$ cat config.mk
export PLATFORM = sky130hd
export DESIGN_NAME = mfb_frame_stats
export DESIGN_NICKNAME = d
export VERILOG_FILES = /design/src/rtl/mfb_frame_stats.sv
export SDC_FILE = /design/constraint.sdc
export NUM_CORES = 1
export LEC_CHECK = 0
export BUFFER_PORTS_ARGS = -buffer_cell sky130_fd_sc_hd__buf_2
export CORE_AREA = 4 4 258 260
export DETAILED_ROUTE_END_ITERATION = 7
export DIE_AREA = 0 0 262 264
export PLACE_DENSITY = 0.42
export SLEW_MARGIN = 0
export SYNTH_ARGS = -nofsm -noshare
export SYNTH_HDL_FRONTEND = slang
export SYNTH_SLANG_ARGS = --single-unit
$ cat constraint.sdc
create_clock -name CLK -period 9.65 [get_ports CLK]
set_clock_uncertainty 0.2 [all_clocks]
set_input_delay 0.4825 -clock CLK [delete_from_list [all_inputs] [get_ports CLK]]
set_output_delay 0.4825 -clock CLK [all_outputs]
set_load 0.1 [all_outputs]
$ cat src/rtl/mfb_frame_stats.sv
`default_nettype none
// ============================================================================
// mfb_frame_stats
//   Passive MFB TX-bus monitor: counts frames, runts and oversize frames,
//   and optionally items (build with MFB_FRAME_STATS_ITEMS_EN defined).
//   Revision: 1.0
// ============================================================================
module mfb_frame_stats #(
    parameter int REGIONS        = 4,
    parameter int REGION_SIZE    = 8,
    parameter int BLOCK_SIZE     = 8,
    parameter int ITEM_WIDTH     = 8,
    parameter int FRAME_SIZE_MIN = 60,
    parameter int FRAME_SIZE_MAX = 512,
    parameter int LEN_WIDTH      = 16,
    parameter int CNT_WIDTH      = 32,
    localparam int SOF_POS_W = (REGION_SIZE > 1) ? $clog2(REGION_SIZE) : 1,
    localparam int EOF_POS_W = (REGION_SIZE*BLOCK_SIZE > 1) ? $clog2(REGION_SIZE*BLOCK_SIZE) : 1
) (
    input  logic                         CLK,
    input  logic                         RESET,
    input  logic [REGIONS*SOF_POS_W-1:0] RX_SOF_POS,
    input  logic [REGIONS*EOF_POS_W-1:0] RX_EOF_POS,
    input  logic [REGIONS-1:0]           RX_SOF,
    input  logic [REGIONS-1:0]           RX_EOF,
    input  logic                         RX_SRC_RDY,
    input  logic                         RX_DST_RDY,
    input  logic                         CLEAR,
    input  logic                         SAMPLE,
    output logic                         STAT_VLD,
    output logic [CNT_WIDTH-1:0]         FRAMES_CNT,
    output logic [CNT_WIDTH-1:0]         RUNT_CNT,
    output logic [CNT_WIDTH-1:0]         OVERSIZE_CNT,
    output logic [CNT_WIDTH-1:0]         ITEMS_CNT
);

    localparam int LW1    = LEN_WIDTH + 1;
    localparam int LW2    = LEN_WIDTH + 2;
    localparam int INC_W  = $clog2(REGIONS + 1);
    localparam int ISUM_W = LEN_WIDTH + INC_W;
    localparam int SUM_W  = ((CNT_WIDTH > ISUM_W) ? CNT_WIDTH : ISUM_W) + 1;

    localparam logic [LEN_WIDTH-1:0] LEN_SAT      = '1;
    localparam logic [CNT_WIDTH-1:0] CNT_SAT      = '1;
    localparam logic [LEN_WIDTH-1:0] LEN_MIN      = LEN_WIDTH'(FRAME_SIZE_MIN);
    localparam logic [LEN_WIDTH-1:0] LEN_MAX      = LEN_WIDTH'(FRAME_SIZE_MAX);
    localparam logic [LW1-1:0]       REGION_ITEMS = LW1'(REGION_SIZE * BLOCK_SIZE);

    generate
        if (ITEM_WIDTH < 1 || REGION_SIZE * BLOCK_SIZE > int'(LEN_SAT) ||
            FRAME_SIZE_MAX >= int'(LEN_SAT)) begin : g_bad_cfg
            $error("mfb_frame_stats: inconsistent length/size parameters");
        end
    endgenerate

    function automatic logic [LEN_WIDTH-1:0] len_add(input logic [LEN_WIDTH-1:0] a,
                                                     input logic [LW1-1:0]       b);
        logic [LW2-1:0] s;
        s = LW2'(a) + LW2'(b);
        return (s > LW2'(LEN_SAT)) ? LEN_SAT : s[LEN_WIDTH-1:0];
    endfunction

    function automatic logic [CNT_WIDTH-1:0] cnt_next(input logic [CNT_WIDTH-1:0] cur,
                                                      input logic                 clr,
                                                      input logic [ISUM_W-1:0]    inc);
        logic [SUM_W-1:0] s;
        s = (clr ? SUM_W'(0) : SUM_W'(cur)) + SUM_W'(inc);
        return (s > SUM_W'(CNT_SAT)) ? CNT_SAT : s[CNT_WIDTH-1:0];
    endfunction

    logic                 accept;
    logic                 in_frame_q, in_frame_d;
    logic [LEN_WIDTH-1:0] len_q, len_d;
    logic [INC_W-1:0]     frames_inc, runt_inc, over_inc;
    logic [CNT_WIDTH-1:0] frames_q, runt_q, over_q;
    logic [CNT_WIDTH-1:0] frames_out_q, runt_out_q, over_out_q;
    logic                 stat_vld_q;
`ifdef MFB_FRAME_STATS_ITEMS_EN
    logic [ISUM_W-1:0]    items_inc;
    logic [CNT_WIDTH-1:0] items_q, items_out_q;
`endif

    assign accept = RX_SRC_RDY & RX_DST_RDY;

    // Regions are walked in bus order; in_frame_d/len_d carry the chain state.
    always_comb begin
        logic [SOF_POS_W-1:0] sp;
        logic [EOF_POS_W-1:0] ep;
        logic [LW1-1:0]       head, tail, single;
        logic                 close;
        logic [LEN_WIDTH-1:0] clen;

        in_frame_d = in_frame_q;
        len_d      = len_q;
        frames_inc = '0;
        runt_inc   = '0;
        over_inc   = '0;
`ifdef MFB_FRAME_STATS_ITEMS_EN
        items_inc  = '0;
`endif
        sp     = '0;
        ep     = '0;
        head   = '0;
        tail   = '0;
        single = '0;
        close  = 1'b0;
        clen   = '0;

        for (int r = 0; r < REGIONS; r++) begin
            sp     = RX_SOF_POS[r*SOF_POS_W +: SOF_POS_W];
            ep     = RX_EOF_POS[r*EOF_POS_W +: EOF_POS_W];
            head   = REGION_ITEMS - LW1'(sp) * LW1'(BLOCK_SIZE);
            tail   = LW1'(ep) + LW1'(1);
            single = tail - LW1'(sp) * LW1'(BLOCK_SIZE);
            close  = 1'b0;
            clen   = '0;

            if (accept) begin
                if (RX_SOF[r] && RX_EOF[r] && !in_frame_d) begin
                    close = 1'b1;
                    clen  = len_add(LEN_WIDTH'(0), single);
                end else if (RX_EOF[r] && in_frame_d) begin
                    // EOF precedes any SOF in the same region while a frame is open
                    close      = 1'b1;
                    clen       = len_add(len_d, tail);
                    in_frame_d = RX_SOF[r];
                    len_d      = RX_SOF[r] ? len_add(LEN_WIDTH'(0), head) : LEN_WIDTH'(0);
                end else if (RX_SOF[r]) begin
                    in_frame_d = 1'b1;
                    len_d      = len_add(LEN_WIDTH'(0), head);
                end else if (in_frame_d) begin
                    len_d = len_add(len_d, REGION_ITEMS);
                end
            end

            if (close) begin
                frames_inc = frames_inc + INC_W'(1);
                if (clen < LEN_MIN) runt_inc = runt_inc + INC_W'(1);
                if (clen > LEN_MAX) over_inc = over_inc + INC_W'(1);
`ifdef MFB_FRAME_STATS_ITEMS_EN
                items_inc = items_inc + ISUM_W'(clen);
`endif
            end
        end
    end

    always_ff @(posedge CLK or posedge RESET) begin
        if (RESET) begin
            in_frame_q   <= 1'b0;
            len_q        <= '0;
            frames_q     <= '0;
            runt_q       <= '0;
            over_q       <= '0;
            frames_out_q <= '0;
            runt_out_q   <= '0;
            over_out_q   <= '0;
            stat_vld_q   <= 1'b0;
        end else begin
            in_frame_q <= in_frame_d;
            len_q      <= len_d;
            frames_q   <= cnt_next(frames_q, CLEAR, ISUM_W'(frames_inc));
            runt_q     <= cnt_next(runt_q,   CLEAR, ISUM_W'(runt_inc));
            over_q     <= cnt_next(over_q,   CLEAR, ISUM_W'(over_inc));
            stat_vld_q <= SAMPLE;
            if (SAMPLE) begin
                frames_out_q <= frames_q;
                runt_out_q   <= runt_q;
                over_out_q   <= over_q;
            end
        end
    end

`ifdef MFB_FRAME_STATS_ITEMS_EN
    always_ff @(posedge CLK or posedge RESET) begin
        if (RESET) begin
            items_q     <= '0;
            items_out_q <= '0;
        end else begin
            items_q <= cnt_next(items_q, CLEAR, items_inc);
            if (SAMPLE) items_out_q <= items_q;
        end
    end
    assign ITEMS_CNT = items_out_q;
`else
    assign ITEMS_CNT = '0;
`endif

    assign STAT_VLD     = stat_vld_q;
    assign FRAMES_CNT   = frames_out_q;
    assign RUNT_CNT     = runt_out_q;
    assign OVERSIZE_CNT = over_out_q;

endmodule
`default_nettype wire

* Word-level counts from Yosys, hierarchy flattened
Index checks and enable logic that the tools add are counted.
Word-level totals: register bits 210, latch bits 0, memory bits (writable) 0, ROM bits 0, bits of input ports 50, output and inout bits 129, logic and storage cells 191, memories kept 0
Operators by class: add/sub/neg operators 32, multiply operators 0, divide/modulo/power cells 0, order comparisons 27, equal/unequal tests 0, shift operators 0, multiplexer cells 106, bitwise operators 1, reductions and logical operators 16
Operator list (number):
- 16-bit two-way mux | 52
- 17-bit by 16-bit > comparator with 1-bit output (second input constant) | 16
- 32-bit two-way mux | 6
- 32-bit by 3-bit adder with 33-bit output | 3
- 33-bit by 32-bit > comparator with 1-bit output (second input constant) | 3
- 16-bit by 7-bit adder with 17-bit output | 4
- 16-bit by 7-bit adder with 17-bit output (second input constant) | 4
- 16-bit by 10-bit > comparator with 1-bit output (second input constant) | 4
- 16-bit by 6-bit < comparator with 1-bit output (second input constant) | 4
- 3-bit two-way mux | 15
- 1-bit two-way mux | 33
- 7-bit by 6-bit subtractor with 8-bit output | 4
- 7-bit by 6-bit subtractor with 8-bit output (first input constant) | 4
- 6-bit by 1-bit adder with 7-bit output (second input constant) | 4
- 3-bit by 1-bit adder with 3-bit output (second input constant) | 9
- 1-bit logical AND | 12
- 1-bit logical NOT | 4
- 1-bit AND | 1

* Longest topological paths before layout
depth after elaboration 36, depth in mapped cells 52, mapped depth without buffers 51

* Least setup slack after synthesis
No wires, ideal clock.
path type flip-flop to flip-flop, start point register len_q[6], end point register over_q[28], setup time 0.083 ns, arrival 9.560 ns, data required time 9.367 ns, path slack -0.193 ns, cell stages (with the launch flop) 50, path buffers 2, period minus slack after synthesis 9.843 ns, cell sequence dfrtp_1 -> ha_1 -> and2_1 -> buf_4 -> nand3_1 -> a311o_1 -> inv_2 -> ha_1 -> o2111a_1 -> nand3_4 -> or3_1 -> and2_1 -> inv_1 -> ha_1 -> nand3b_1 -> or2_1 -> or4_1 -> a21oi_1 -> (+14 left out) -> o21ai_1 -> a311oi_2 -> nand2_1 -> a21boi_4 -> xnor2_1 -> ha_1 -> inv_1 -> fa_1 -> inv_1 -> a21o_1 -> and2_1 -> and3_1 -> nand4_1 -> nor3_1 -> and2_1 -> nand4b_1 -> clkbuf_1 -> o21ai_0
Between the ends: cells in the longest elaborated chain, start to end 36, elaborated cells on any way between the ends 66, those cells by class add/sub (11); order compare (12); mux (43)
RTL lines:
- from (decl) | RTL line 73 | logic [LEN_WIDTH-1:0] len_q, len_d;
- from (signal assigned) | RTL line 160 | len_q <= len_d;
- 16-bit by 7-bit adder with 17-bit output | RTL line 59 | s = LW2'(a) + LW2'(b);
- 17-bit by 16-bit > comparator with 1-bit output | RTL line 60 | return (s > LW2'(LEN_SAT)) ? LEN_SAT : s[LEN_WIDTH-1:0];
- 16-bit two-way mux | RTL line 60
- 16-bit two-way mux | RTL line 131 | end else if (in_frame_d) begin
- 16-bit two-way mux | RTL line 128 | end else if (RX_SOF[r]) begin
- 16-bit two-way mux | RTL line 122 | end else if (RX_EOF[r] && in_frame_d) begin
- 16-bit two-way mux | RTL line 119 | if (RX_SOF[r] && RX_EOF[r] && !in_frame_d) begin
- 16-bit two-way mux | RTL line 118 | if (accept) begin
- (+20 left out)
- 16-bit two-way mux | RTL line 119
- 16-bit two-way mux | RTL line 118
- 16-bit by 10-bit > comparator with 1-bit output | RTL line 139 | if (clen > LEN_MAX) over_inc = over_inc + INC_W'(1);
- 3-bit two-way mux | RTL line 139
- 3-bit two-way mux (*) | RTL line 136 | if (close) begin
- 32-bit by 3-bit adder with 33-bit output (*) | RTL line 67 | s = (clr ? SUM_W'(0) : SUM_W'(cur)) + SUM_W'(inc);
- 33-bit by 32-bit > comparator with 1-bit output | RTL line 68 | return (s > SUM_W'(CNT_SAT)) ? CNT_SAT : s[CNT_WIDTH-1:0];
- 32-bit two-way mux (*) | RTL line 68
- to (signal assigned) | RTL line 163 | over_q <= cnt_next(over_q, CLEAR, ISUM_W'(over_inc));
- to (decl) | RTL line 75 | logic [CNT_WIDTH-1:0] frames_q, runt_q, over_q;
Every way passes the cells marked *; elsewhere a longest branch is shown, timed or not. A chain may end at the register's enable or synchronous reset.

* Worst setup path in the final report
start point register len_q[7], end point register over_q[20]
Same word-level chain as after synthesis.

==> flow_summary.json <==
{
  "cts_tree": "done",
  "layout_common_cells": "buf_4, dfrtp_1, buf_2",
  "rr_worst_depth": 49,
  "cts_root_buf": "clkbuf_16",
  "synth_warnings": 0,
  "final_common_cell": "buf_4",
  "busiest_layer": "met2",
  "r2r_slack_ns": 0.11,
  "r2r_end": "over_q[20]",
  "antenna_found_initial": 1,
  "met2_usage_pct": 26.2,
  "cp_data_required_time_ns": 9.88,
  "start_kind": "register",
  "final_util_pct": 33.0,
  "avgSynthCellArea_um2": 8.95,
  "p_total_mw": 2.43,
  "clk_pin_slew_ns": 0.06,
  "htreeDepth": 1,
  "drtAntennaViolNets": 0,
  "syn_inst": 1785,
  "wirelength_um": 54900,
  "synth_area_um2": 16000,
  "dieArea_um2": 69200,
  "crit_type": "register to register",
  "dieHeight_um": 264,
  "leakagePower_nw": 10.2,
  "drt_iter0_drc": 908,
  "period_share_pct": 98.8,
  "place.gp.congestion": 0.900,
  "overflow": 0,
  "async_reset_ff_share_pct": 100,
  "dp_hpwl_um": 42300,
  "core_um2": 64100,
  "outcome": "complete, no violations",
  "tightest_slew_ns": 1.15,
  "post-place-ws_ns": -0.461,
  "grt_use_met3_pct": 1.55,
  "worst_ep_arrival_time_ns": 9.77,
  "drt-wirelength-per-cell_um": 18.0,
  "peakVddDrop_mv": 0.142,
  "setup_slack_ns": 0.111,
  "final_nets": 2315,
  "cp-end-kind": "register",
  "via_per_inst": 4.82,
  "yosys.cell_types.count": 105,
  "cts_sinks": 210,
  "insertion_delay_ns": 0.51,
  "fin_crit_ns": 9.54,
  "setup_viol": 0,
  "portBuffers": 146,
  "synthFlopType": "dfrtp_1",
  "track_usage_pct": 15.1,
  "route.detailed.drc": 0,
  "numCtsBuffers": 25,
  "critPathSlowestCell": "or4b_4",
  "fmax_ghz": 0.105,
  "slowest_delay_ns": 0.47,
  "antenna_cells": 0,
  "crit_path_max_fanout": 7,
  "grt_pass1_wl_um": 84500,
  "clockBufferDepth": 3,
  "drt-pass1-iter-count": 6,
  "finalMaxSlewViolations": 0,
  "area_growth_syn_to_layout_pct": 32.2,
  "nFillCells": 6663,
  "die_x_um": 262,
  "start_util_pct": 24.9,
  "drive_gt1_share_pct": 34.2,
  "met1_usage_pct": 20.3,
  "rsz0062_at_grt": "yes",
  "vias": 14700,
  "pin_count": 179,
  "synth_enable_flop_cells": 0,
  "synth_seq_area_share_pct": 32.9,
  "drv_cap": 0,
  "synth_top_area_cell": "dfrtp_1",
  "power_per_cell_area_nw_per_um2": 115,
  "synth_top_area_share_pct": 32.9,
  "synth_area_leaders": "dfrtp_1, mux2_2, ha_1",
  "grt_max_degree": 145,
  "grt_pass1_vias": 14700,
  "rows": 93,
  "r2r-start": "len_q[7]",
  "report.final.hold_viol_count": 0,
  "relSlewSlack_pct": 23.0,
  "hold_path_class": "input pin to asynchronous set/reset pin",
  "ys_seq_elements": 210
}
[per-stage QoR]
| step | setup TNS (ns) | hold WS, ns | std cells | instance area (um^2) |
|---|---|---|---|---|
| floorplan | 0 | 0.271 | 1816 | 16100 |
| global placement | -9.29 | 0.286 | 2963 | 19300 |
| detailed placement | -20.37 | 0.287 | 2963 | 19300 |
| CTS | 0 | 0.0888 | 3026 | 20500 |
| global route | -17.12 | 0.115 | 3054 | 21100 |
| finish | 0 | 0.0308 | 3054 | 21100 |
[synth_stat cells, drive strengths merged, types with 8 or more instances]
master and instances:
a21oi 87, a31oi 19, nor3b 15, dfrtp 210, inv 95, fa 11
nand4 33, xor2 63, o21ai 137, and3 31, nor2 90, or3 12
a211oi 22, a21o 25, mux2 101, and2 24, o31ai 8, nor4 14
a41oi 8, ha 74, or2 9, nand2 150, xnor2 90, nor3 42
nor2b 46, buf 51, nand2b 32, o211ai 10, clkbuf 52, nand3 85
[flip-flops by register name, summed over array words and instances, names as in the netlist]
register / cells
in_frame_q: 1
FRAMES_CNT: 32
len_q: 16
RUNT_CNT: 32
frames_q: 32
STAT_VLD: 1
OVERSIZE_CNT: 32
runt_q: 32
over_q: 32
[kinds of logic after synthesis]
family          after synthesis  synth area share, %
other cells                   1               0.0235
buf+inv                     198                 5.68
flops                       210                 32.9
mux                         107                 7.54
xor+xnor                    153                 8.39
simple gates                614                 20.5
compound gates              416                 17.8
fa+ha+maj                    86                 7.23
[power by group]
group / switching [mW] / total, mW / internal (mW) / leakage (nW)
sequential: 0.0134 / 0.910 / 0.897 / 2.92
clock: 0.369 / 0.932 / 0.562 / 0.408
combinational: 0.381 / 0.584 / 0.203 / 6.87
[final cells by class]
cell class | count | area [um^2] | share of cell area (%)
tap | 855 | 1070 | 5.06
inverter | 95 | 364 | 1.72
clock inverter | 12 | 120 | 0.568
timing repair buffer | 440 | 3090 | 14.6
multi-input combinational | 1408 | 10500 | 49.8
clock buffer | 34 | 699 | 3.31
sequential | 210 | 5260 | 24.9
[worst max-delay path, delay by kind of cell (launching register included)]
kind / cells / cell delay [ns]
XOR/XNOR: 1 / 0.14
buffers and inverters: 9 / 1.03
flip-flops: 1 / 0.41
AND/OR/NAND/NOR: 16 / 3.51
adder cells (fa/ha/maj): 5 / 1.21
AO/OA/AOI/OAI: 18 / 2.98
[worst max path at each step]
stage	from	cells after the start	slack (ns)	end
6_report	len_q[7]	49	0.11	over_q[20]
5_1_grt	len_q[7]	52	-0.33	over_q[20]
4_1_cts	len_q[6]	49	0.003	runt_q[8]
3_5_place_dp	len_q[6]	50	-0.46	runt_q[31]
3_3_place_gp	len_q[6]	47	-0.40	runt_q[31]
2_1_floorplan	len_q[7]	46	0.01	runt_q[29]
[what timing repair did]
| action | 4_1_cts | 5_1_grt |
|---|---|---|
| hold endpoints to repair | 0 | 0 |
| gates resized for setup | 50 | 123 |
| endpoints found under the setup margin | 64 | 64 |
| pin swaps | 34 | 73 |
| gates cloned | 3 | 3 |
| buffers inserted | 15 | 28 |
| hold buffers | 0 | 0 |
[routing by layer]
metal	part of all wire [%]	routed length [um]
met2	48	26600
met5	0.018	10
met4	2.6	1440
met1	46	25000
met3	3.3	1830
No activity file was read; power rests on OpenSTA's default activity.
